$ cat src/rtl/bcd_display_pkg.sv
// rtl/bcd_display_pkg.sv - glyphs, FSM encoding and shared types for the BCD display scanner
package bcd_display_pkg;

   // Segment order {g,f,e,d,c,b,a}, active-low.
   localparam logic [6:0] GLYPH_0     = 7'b1000000;
   localparam logic [6:0] GLYPH_1     = 7'b1111001;
   localparam logic [6:0] GLYPH_2     = 7'b0100100;
   localparam logic [6:0] GLYPH_3     = 7'b0110000;
   localparam logic [6:0] GLYPH_4     = 7'b0011001;
   localparam logic [6:0] GLYPH_5     = 7'b0010010;
   localparam logic [6:0] GLYPH_6     = 7'b0000010;
   localparam logic [6:0] GLYPH_7     = 7'b1111000;
   localparam logic [6:0] GLYPH_8     = 7'b0000000;
   localparam logic [6:0] GLYPH_9     = 7'b0010000;
   localparam logic [6:0] GLYPH_DASH  = 7'b0111111;
   localparam logic [6:0] GLYPH_O     = 7'b0100011;
   localparam logic [6:0] GLYPH_C     = 7'b1000110;
   localparam logic [6:0] GLYPH_BLANK = 7'b1111111;

   typedef enum logic {
      ST_BLANK = 1'b0,
      ST_RUN   = 1'b1
   } state_e;

   // One captured ALU result with its flags.
   typedef struct packed {
      logic [11:0] bcd;
      logic        carry;
      logic        ovf;
   } sample_t;

   // True when any of the three nibbles is not a decimal digit.
   function automatic logic has_invalid(input logic [11:0] v);
      return (v[11:8] > 4'd9) || (v[7:4] > 4'd9) || (v[3:0] > 4'd9);
   endfunction

endpackage

$ cat src/rtl/bcd_display_scanner_if.sv
// rtl/bcd_display_scanner_if.sv - value/flag input and display output bundle
interface bcd_display_scanner_if;
   logic [11:0] bcd;
   logic        CarryOUT;
   logic        overflow;
   logic        load;
   logic [6:0]  seg;
   logic [3:0]  an;
   logic        dp;
   logic        err;
   logic        frame_tick;

   modport master (
      output bcd, CarryOUT, overflow, load,
      input  seg, an, dp, err, frame_tick
   );

   modport slave (
      input  bcd, CarryOUT, overflow, load,
      output seg, an, dp, err, frame_tick
   );
endinterface

$ cat src/rtl/bcd_display_scanner_seg7_decoder.sv
// rtl/bcd_display_scanner_seg7_decoder.sv - nibble to active-low seven-segment glyph
module seg7_decoder
   import bcd_display_pkg::*;
(
   input  logic [3:0] nibble_i,
   output logic [6:0] seg_o
);

   // Decimal digits get their glyph, anything above 9 shows a dash.
   always_comb begin
      seg_o = GLYPH_DASH;
      case (nibble_i)
         4'd0: seg_o = GLYPH_0;
         4'd1: seg_o = GLYPH_1;
         4'd2: seg_o = GLYPH_2;
         4'd3: seg_o = GLYPH_3;
         4'd4: seg_o = GLYPH_4;
         4'd5: seg_o = GLYPH_5;
         4'd6: seg_o = GLYPH_6;
         4'd7: seg_o = GLYPH_7;
         4'd8: seg_o = GLYPH_8;
         4'd9: seg_o = GLYPH_9;
         default: seg_o = GLYPH_DASH;
      endcase
   end

endmodule

$ cat src/rtl/bcd_display_scanner.sv
// rtl/bcd_display_scanner.sv - tear-free multiplexed 4-digit display of a BCD ALU result
module bcd_display_scanner
   import bcd_display_pkg::*;
#(
   parameter int REFRESH_DIV = 50000,
   parameter bit BLANK_LZ    = 1'b1
)
(
   input logic clk,
   input logic rst_n,
   bcd_display_scanner_if.slave bus
);

   localparam int PW = (REFRESH_DIV > 2) ? $clog2(REFRESH_DIV) : 1;
   localparam logic [PW-1:0] PRESC_LAST = PW'(REFRESH_DIV - 1);

   logic [PW-1:0] presc_q, presc_d;
   logic [1:0]    idx_q, idx_d;
   sample_t       hold_q, hold_d, disp_q, disp_d;
   logic          pend_q, pend_d;
   state_e        state_q, state_d;

   logic [6:0]    seg_q, seg_d;
   logic [3:0]    an_q, an_d;
   logic          dp_q, dp_d, err_q, err_d, ft_q, ft_d;

   logic          slot_tick, frame_wrap, transfer;
   logic [3:0]    nibble;
   logic [6:0]    dec_seg;

   assign slot_tick  = (presc_q == PRESC_LAST);
   assign frame_wrap = slot_tick && (idx_q == 2'd3);
   // A load on the wrap cycle wins over the transfer, so that value waits one more frame.
   assign transfer   = frame_wrap && pend_q && !bus.load;

   // Scan counters, holding register capture and frame-synchronous transfer.
   always_comb begin
      presc_d = slot_tick ? '0 : presc_q + 1'b1;
      idx_d   = slot_tick ? idx_q + 2'd1 : idx_q;
      hold_d  = hold_q;
      pend_d  = pend_q;
      disp_d  = disp_q;
      if (bus.load) begin
         hold_d.bcd   = bus.bcd;
         hold_d.carry = bus.CarryOUT;
         hold_d.ovf   = bus.overflow;
         pend_d       = 1'b1;
      end else if (transfer) begin
         disp_d = hold_q;
         pend_d = 1'b0;
      end
   end

   // Datapath registers.
   always_ff @(posedge clk or negedge rst_n) begin
      if (!rst_n) begin
         presc_q <= '0;
         idx_q   <= 2'd0;
         hold_q  <= '0;
         disp_q  <= '0;
         pend_q  <= 1'b0;
      end else begin
         presc_q <= presc_d;
         idx_q   <= idx_d;
         hold_q  <= hold_d;
         disp_q  <= disp_d;
         pend_q  <= pend_d;
      end
   end

   // FSM state register.
   always_ff @(posedge clk or negedge rst_n) begin
      if (!rst_n) state_q <= ST_BLANK;
      else        state_q <= state_d;
   end

   // FSM next state: the first transfer starts the display, only reset stops it.
   always_comb begin
      state_d = state_q;
      case (state_q)
         ST_BLANK: if (transfer) state_d = ST_RUN;
         ST_RUN:   state_d = ST_RUN;
         default:  state_d = ST_BLANK;
      endcase
   end

   // Pick the nibble for the digit being driven next cycle.
   always_comb begin
      nibble = disp_d.bcd[3:0];
      case (idx_d)
         2'd1:    nibble = disp_d.bcd[7:4];
         2'd2:    nibble = disp_d.bcd[11:8];
         default: nibble = disp_d.bcd[3:0];
      endcase
   end

   seg7_decoder u_dec (
      .nibble_i (nibble),
      .seg_o    (dec_seg)
   );

   // FSM outputs, computed from next-state values so the registered pins line up with the scan.
   always_comb begin
      logic h_zero, t_zero;
      logic [6:0] digit_seg;
      h_zero    = (disp_d.bcd[11:8] == 4'd0);
      t_zero    = (disp_d.bcd[7:4] == 4'd0);
      digit_seg = dec_seg;
      case (idx_d)
         2'd1: if (BLANK_LZ && h_zero && t_zero) digit_seg = GLYPH_BLANK;
         2'd2: if (BLANK_LZ && h_zero)           digit_seg = GLYPH_BLANK;
         2'd3: digit_seg = disp_d.ovf ? GLYPH_O : (disp_d.carry ? GLYPH_C : GLYPH_BLANK);
         default: digit_seg = dec_seg;
      endcase
      seg_d = GLYPH_BLANK;
      an_d  = 4'hF;
      dp_d  = 1'b1;
      if (state_d == ST_RUN) begin
         seg_d = digit_seg;
         an_d  = (presc_d == '0) ? 4'hF : ~(4'b0001 << idx_d);
         dp_d  = !((idx_d == 2'd3) && disp_d.ovf && disp_d.carry);
      end
      err_d = has_invalid(disp_d.bcd);
      ft_d  = frame_wrap;
   end

   // Output registers.
   always_ff @(posedge clk or negedge rst_n) begin
      if (!rst_n) begin
         seg_q <= GLYPH_BLANK;
         an_q  <= 4'hF;
         dp_q  <= 1'b1;
         err_q <= 1'b0;
         ft_q  <= 1'b0;
      end else begin
         seg_q <= seg_d;
         an_q  <= an_d;
         dp_q  <= dp_d;
         err_q <= err_d;
         ft_q  <= ft_d;
      end
   end

   assign bus.seg        = seg_q;
   assign bus.an         = an_q;
   assign bus.dp         = dp_q;
   assign bus.err        = err_q;
   assign bus.frame_tick = ft_q;

endmodule

$ cat src/flat_wrapper.sv
// flat-port wrapper written by rule: the top's interface ports become plain ports
module bcd_display_scanner_flat import bcd_display_pkg::*;
#(
   parameter int REFRESH_DIV = 50000,
   parameter bit BLANK_LZ    = 1'b1
)
  (clk, rst_n, bus_bcd, bus_CarryOUT, bus_overflow, bus_load, bus_seg, bus_an, bus_dp, bus_err, bus_frame_tick);
  bcd_display_scanner_if bus_i ();
  input logic clk;
  input logic rst_n;
  input wire logic [$bits(bus_i.bcd)-1:0] bus_bcd;
  input wire logic [$bits(bus_i.CarryOUT)-1:0] bus_CarryOUT;
  input wire logic [$bits(bus_i.overflow)-1:0] bus_overflow;
  input wire logic [$bits(bus_i.load)-1:0] bus_load;
  output wire logic [$bits(bus_i.seg)-1:0] bus_seg;
  output wire logic [$bits(bus_i.an)-1:0] bus_an;
  output wire logic [$bits(bus_i.dp)-1:0] bus_dp;
  output wire logic [$bits(bus_i.err)-1:0] bus_err;
  output wire logic [$bits(bus_i.frame_tick)-1:0] bus_frame_tick;
  assign bus_i.bcd = bus_bcd;
  assign bus_i.CarryOUT = bus_CarryOUT;
  assign bus_i.overflow = bus_overflow;
  assign bus_i.load = bus_load;
  assign bus_seg = bus_i.seg;
  assign bus_an = bus_i.an;
  assign bus_dp = bus_i.dp;
  assign bus_err = bus_i.err;
  assign bus_frame_tick = bus_i.frame_tick;
  bcd_display_scanner #(.REFRESH_DIV(REFRESH_DIV), .BLANK_LZ(BLANK_LZ)) u_core (.clk(clk), .rst_n(rst_n), .bus(bus_i));
endmodule
$ cat config.mk
export PLATFORM = sky130hd
export DESIGN_NAME = bcd_display_scanner_flat
export DESIGN_NICKNAME = d
export VERILOG_FILES = /design/src/rtl/bcd_display_pkg.sv /design/src/rtl/bcd_display_scanner_if.sv /design/src/rtl/bcd_display_scanner_seg7_decoder.sv /design/src/rtl/bcd_display_scanner.sv /design/src/flat_wrapper.sv
export SDC_FILE = /design/constraint.sdc
export NUM_CORES = 1
export LEC_CHECK = 0
export CAP_MARGIN = 25
export CORE_ASPECT_RATIO = 0.75
export CORE_MARGIN = 2
export CORE_UTILIZATION = 58
export CTS_CLUSTER_SIZE = 24
export DETAILED_ROUTE_END_ITERATION = 12
export HOLD_SLACK_MARGIN = 0.15
export PLACE_DENSITY = 0.89
export SLEW_MARGIN = 30
export SYNTH_ARGS = -nofsm -noshare
export SYNTH_HDL_FRONTEND = slang
export SYNTH_HIERARCHICAL = 1
export SYNTH_SLANG_ARGS = --single-unit
$ cat constraint.sdc
create_clock -name clk -period 4.3 [get_ports clk]
set_clock_uncertainty 0.15 [all_clocks]
set_input_delay 0.86 -clock clk [delete_from_list [all_inputs] [get_ports clk]]
set_output_delay 0.86 -clock clk [all_outputs]
set_load 0.01 [all_outputs]
Word level (Yosys, flattened, before mapping)
Memory sizes are Yosys's and may differ from the RTL's. Index checks and enable logic that the tools add are counted.

Bits in read-only memories: 112. Output and inout port bits: 14. Bits in registers: 62. Memories kept: 1. Bits in latches: 0. Bits in writable memories: 0.

Bitwise gates (word level): 2. Reduce and logical (&&, ||, !) cells: 14. Multipliers: 0. Shifts and indexed selects: 1. Equal/unequal tests: 5. $add $sub $neg: 2. Magnitude comparators: 3. Muxes and demuxes: 18. Div/mod/pow operators: 0.

Memories: (no name shown) (depth 16, bits a word 7, read ports 1, clocked after memory_dff 0, write ports 0, line bcd_display_scanner_seg7_decoder.sv:12) `case (nibble_i)`.

Operator list (number): $mux W14 (2); $mux W7 (4); $pmux W7 S3 (1); $add A16 B1 Y16 const B (1); $eq A16 B16 Y1 const B (1); $logic_not A16 Y1 (1); $mux W16 (1); $gt A4 B4 Y1 const B (3); $logic_not A4 Y1 (2); $mux W4 (2); $pmux W4 S2 (1); $eq A2 B2 Y1 const B (3); $logic_and A1 B1 Y1 (6); $mux W6 (1); $mux W1 (4); $not A4 Y4 (1); $shl A1 B2 Y4 const A (1); $add A2 B1 Y2 const B (1); $eq A2 B1 Y1 const B (1); $logic_not A1 Y1 (2); $logic_or A1 B1 Y1 (2); $mux W2 (1); $pmux W1 S2 (1); $reduce_bool A2 Y1 (1); $not A1 Y1 (1).

Depth between registers and ports, before layout
Gate-level depths: netlist of the first run.

Depth in word-level cells: 11. Mapped depth: 19. Depth with buffers taken out: 17.

Cells and area by module
Netlist of the first run, hierarchy kept.

By module, submodules not included: bcd_display_scanner (area an instance 3264.4 µm², instances 1, cells each 306, sequential area each 1566.5 µm²); seg7_decoder (area an instance 224.0 µm², instances 1, cells each 31, sequential area each 0.0 µm²).

Worst setup path after synthesis of the first run
OpenSTA, ideal clock, no wires.

Path kind: in2reg. Start point: in bus_load. End point: reg u_core.seg_q[1] (netlist: u_core/bus.seg[1]). Stages: 16. Data arrival time: 3.732 ns. Setup slack: 0.325 ns. Path buffers: 4. Data required time: 4.057 ns. Path through: clkbuf_1 -> and3b_1 -> clkbuf_1 -> and2_1 -> buf_2 -> buf_6 -> mux2_2 -> a221oi_1 -> a21oi_1 -> inv_1 -> ha_1 -> nor2_1 -> nor2_1 -> or4_1 -> nand3_1 -> o211ai_1.

RTL lines: from (decl) (line flat_wrapper.sv:14) `input wire logic [$bits(bus_i.load)-1:0] bus_load;`; to (signal assigned) (line bcd_display_scanner.sv:136) `seg_q <= seg_d;`; to (decl) (line bcd_display_scanner.sv:23) `logic [6:0] seg_q, seg_d;`.

Worst setup path after layout of the first run
Start point: reg u_core.presc_q[6]. End point: reg u_core.seg_q[1] (netlist: u_core/bus.seg[1]).

Elaborated cells on any way between the ends: 22. Classes of those cells: 4 x eq/ne; 11 x mux; 6 x reduce/logical; 1 x memory.

RTL lines: from (decl) (line bcd_display_scanner.sv:17) `logic [PW-1:0] presc_q, presc_d;`; from (signal assigned) (line bcd_display_scanner.sv:63) `presc_q <= presc_d;`; $eq A16 B16 Y1 * (line bcd_display_scanner.sv:31) `assign slot_tick = (presc_q == PRESC_LAST);`; $mux W2 * (line bcd_display_scanner.sv:39) `idx_d = slot_tick ? idx_q + 2'd1 : idx_q;`; net u_core.idx_d[1] (line bcd_display_scanner.sv:18) `logic [1:0] idx_q, idx_d;`; $eq A2 B2 Y1 or $eq A2 B1 Y1 (tied branches) (line bcd_display_scanner.sv:90) `case (idx_d)`; $pmux W4 S2 * (line bcd_display_scanner.sv:90); net u_core.nibble[1] (line bcd_display_scanner.sv:28) `logic [3:0] nibble;`; $mem_v2 Z16 W7 *; net u_core.dec_seg[1] (line bcd_display_scanner.sv:29) `logic [6:0] dec_seg;`; $mux W7 (on tied branches) (line bcd_display_scanner.sv:111, bcd_display_scanner.sv:110); $pmux W7 S3 * (line bcd_display_scanner.sv:109) `case (idx_d)`; $mux W7 * (line bcd_display_scanner.sv:118) `if (state_d == ST_RUN) begin`; net u_core.seg_d[1] (line bcd_display_scanner.sv:23).

Mark *: on every way through the listed nets, which the timed path passes. The rest lies on a longest branch. A chain may end at the register's enable or synchronous reset.

==> flow_metrics.tcl, run 1 <==
set metrics [dict create \
    outcome "finished clean" \
    core_um2 5830 \
    power.density_nw_per_um2 298 \
    wl_per_cell_um 18.1 \
    p_int_mw 0.949 \
    drive_above_1_share_pct 20.2 \
    worst-path-max-fanout 10 \
    clock-root-buffer "clkbuf_8" \
    die_area_um2 6660 \
    route.detailed.drc 0 \
    drt_first_pass_iters 5 \
    yosysSeqAreaShare_pct 44.9 \
    cp.required_ns 4.40 \
    num_vias 2804 \
    syn_area_per_cell_um2 10.4 \
    dr.first_iter.drc_count 279 \
    grt_pass1_wl_mm 13.1 \
    clock_path_buffers 2 \
    grt_pass1_vias 2699 \
    combPwrFrac_pct 4.1 \
    netlist_area_um2 3490 \
    synth.ff_latch_count 62 \
    crit_type "reg2reg" \
    hold_viol_final 0 \
    fin_cells 450 \
    startpoint_type "flip-flop" \
    fmax_mhz 246 \
    syn_nets 366 \
    switching_share_pct 22.0 \
    io_buffers 30 \
    grt_usage_pct 25.8 \
    preCtsSetupSlack_ns 0.0727 \
    crit_chain "nor4bb_2 > nand4b_1 > nand2_1 > and2_1 > inv_1 > ha_1 > buf_4 > a221oi_1 > a21oi_1 > inv_1 > ha_1 > nor2_1 > nor2_1 > or4_1 > nand3_1 > o211ai_1" \
    min_path_type "reg2reg" \
    synth_flop_cell "dfrtp_1" \
    finalCriticalPeriod_ns 4.06 \
    hold_slack_ns 0.324 \
    slew_headroom_pct 43.0 \
    clock_latency_ns 0.35 \
    grt-ovfl-total 0 \
    crit_buf_inv 3 \
    io_pins 31 \
    hpwl_mm 5.56 \
    yosysWarnings 6 \
    ant_nets 0 \
    cts_buffers 9 \
    synth_edf_count 0 \
    grt_antenna_before_repair 0 \
    synthCells 337 \
    vias_per_cell 6.23 \
    areaGrowthSynthToFinish_pct 17.0 \
    pwr-share-clk_pct 45.8 \
    layout.nets 396 \
    row_count 24 \
    tns_ns 0 \
    gp_congestion 0.892 \
    tritoncts "yes" \
    power.share.sequential_pct 50.1 \
    cts_max_level 3 \
    start_util_pct 59.9 \
    slowest_stage "dfrtp_1" \
    clkSinkCount 62 \
    irDropWorstVdd_mv 0.184 \
    dieWidth_um 93.6 \
    path_delay_family "simple AND/OR/NAND/NOR gates" \
    ys_types 60 \
    total_power_mw 1.22 \
    fin_area_um2 4080 \
    worst_pin_slew_ns 0.855 \
    finalSetupViolCount 0 \
    worstPathArrival_ns 4.16 \
    grt_max_degree 40 \
    worst_slack_ns 0.239 \
    utilization_pct 70.1 \
    placed_area_um2 3840 \
    finalCritPeriodShare_pct 94.4 \
    die-height_um 71.2 \
    p_leak_nw 1.77 \
    cp-end-kind "flip-flop" \
    dp_cells 434 \
    diodes 0 \
    wirelength_mm 8.14 \
    cap_violations 0 \
    crit_path_max_incr_delay_ns 0.52 \
    synthArstFlopShare_pct 100 \
    clk_pin_slew_worst_paths_ns 0.07 \
    p_sw_mw 0.267 \
    slew_violations 0 \
]
-- logic make-up after synthesis --
kind of cell               share of synthesized area (%)
xor gates and xnor gates                            4.02
buffers and inverters                               5.38
muxes                                               10.1
DFF                                                 44.9
and+or+nand+nor                                     18.8
AOI/OAI and AO/OA                                   12.6
adders and majority gates                           4.30
-- path summary, 6_finish.rpt --
check | startpoint | endpoint | cells past startpoint | slack [ns]
min in group asynchronous | rst_n | u_core/presc_q[3]$_DFF_PN0_ | 1 | 0.47
worst max-delay path | u_core/presc_q[6]$_DFF_PN0_ | u_core/bus.seg[1]$_DFF_PN1_ | 16 | 0.24
worst max register to register | u_core/presc_q[6]$_DFF_PN0_ | u_core/bus.seg[1]$_DFF_PN1_ | 16 | 0.24
max in group asynchronous | rst_n | u_core/bus.an[2]$_DFF_PN1_ | 2 | 2.64
worst min-delay path | u_core/pend_q$_DFFE_PN0P_ | u_core/pend_q$_DFFE_PN0P_ | 1 | 0.32
worst min register to register | u_core/pend_q$_DFFE_PN0P_ | u_core/pend_q$_DFFE_PN0P_ | 1 | 0.32
-- power by group through the flow --
stage | Clock, mW | Sequential [mW] | Combinational, mW
floorplan | 0 | 0.615 | 0.0195
global placement | 0 | 0.618 | 0.0480
detailed placement | 0 | 0.619 | 0.0498
CTS | 0.565 | 0.610 | 0.0507
global route | 0.591 | 0.611 | 0.0544
finish | 0.557 | 0.610 | 0.0493
-- state kept, by name (all words and copies together), names as in the netlist --
signal	count
u_core/presc_q	16
u_core/bus.err	1
u_core/bus.seg	7
u_core/bus.an	4
u_core/idx_q	2
u_core/disp_q	14
u_core/pend_q	1
u_core/state_q	1
u_core/bus.dp	1
u_core/hold_q	14
u_core/bus.frame_tick	1
-- cells in the mapped netlist (5+ instances only) --
cell type / count / area (µm²)
dfrtp_1: 50 / 1250
mux2_2: 23 / 259
nor2_1: 20 / 75.1
a21oi_1: 19 / 95.1
nand2_1: 16 / 60.1
nand3_1: 15 / 75.1
o21ai_0: 14 / 70.1
clkbuf_1: 13 / 48.8
inv_1: 13 / 48.8
dfstp_2: 12 / 315
ha_1: 12 / 150
xnor2_1: 9 / 78.8
mux2i_1: 7 / 70.1
nand4_1: 7 / 43.8
xor2_1: 7 / 61.3
nor2b_1: 6 / 37.5
buf_6: 5 / 56.3
-- repair_timing --
| action | in CTS | in global routing |
|---|---|---|
| hold buffers | 0 | 0 |
| endpoints found under the setup margin | 0 | 3 |
| buffers inserted | 0 | 0 |
| gates resized for setup | 0 | 5 |
-- layout make-up --
type	instances	area [µm²]
sequential	62	1570
multi-input combinational	238	1760
timing repair buffer	43	393
tap	78	97.6
fill	398	1740
clock buffer	10	128
inverter	13	48.8
clock inverter	6	86.3
-- routing by layer --
layer  wire [µm]  vias up  GRT usage [%]  part of all wire (%)
li1            -     1269              -                     -
met3         594       15           7.24                   7.3
met4         121        0           9.34                   1.5
met2        3800      131           39.3                    47
met1        3630     1389           35.7                    45
met5           0        -              0                     0
-- cell usage in the layout (no fill, tap or decap), types with 3 or more instances in the layout --
cell type        synthesis  routed
a221oi_1                 3       3
nand3_1                 15      15
nor2_1                  20      20
a21oi_1                 19      19
nor3b_1                  4       4
clkbuf_8                 0       9
a2bb2oi_1                4       4
mux2i_1                  7       7
or4_1                    3       3
o21ai_0                 14      14
o22ai_1                  3       3
nand2_1                 16      16
dfstp_2                 12      12
mux2_2                  23      23
o21a_1                   4       4
inv_1                   13      13
nor4_1                   3       3
a31oi_1                  4       4
xnor2_1                  9       8
xor2_1                   7       7
nand2b_1                 3       3
and3b_1                  3       3
and2_1                   4       4
ha_1                    12      11
clkdlybuf4s50_1          0      29
and4_1                   3       3
dfrtp_1                 50      50
buf_4                    2      13
nand4_1                  7       7
nor2b_1                  6       6
No activity file was read; power rests on OpenSTA's default activity.
==> inputs of run 2 (changes only) <==
--- a/config.mk
+++ b/config.mk
@@ -5,7 +5,6 @@
 export SDC_FILE = /design/constraint.sdc
 export NUM_CORES = 1
 export LEC_CHECK = 0
-export CAP_MARGIN = 25
 export CORE_ASPECT_RATIO = 0.75
 export CORE_MARGIN = 2
 export CORE_UTILIZATION = 58
==> results of run 2 <==
The final DEF is identical to that of run 1; final timing and power are the same.
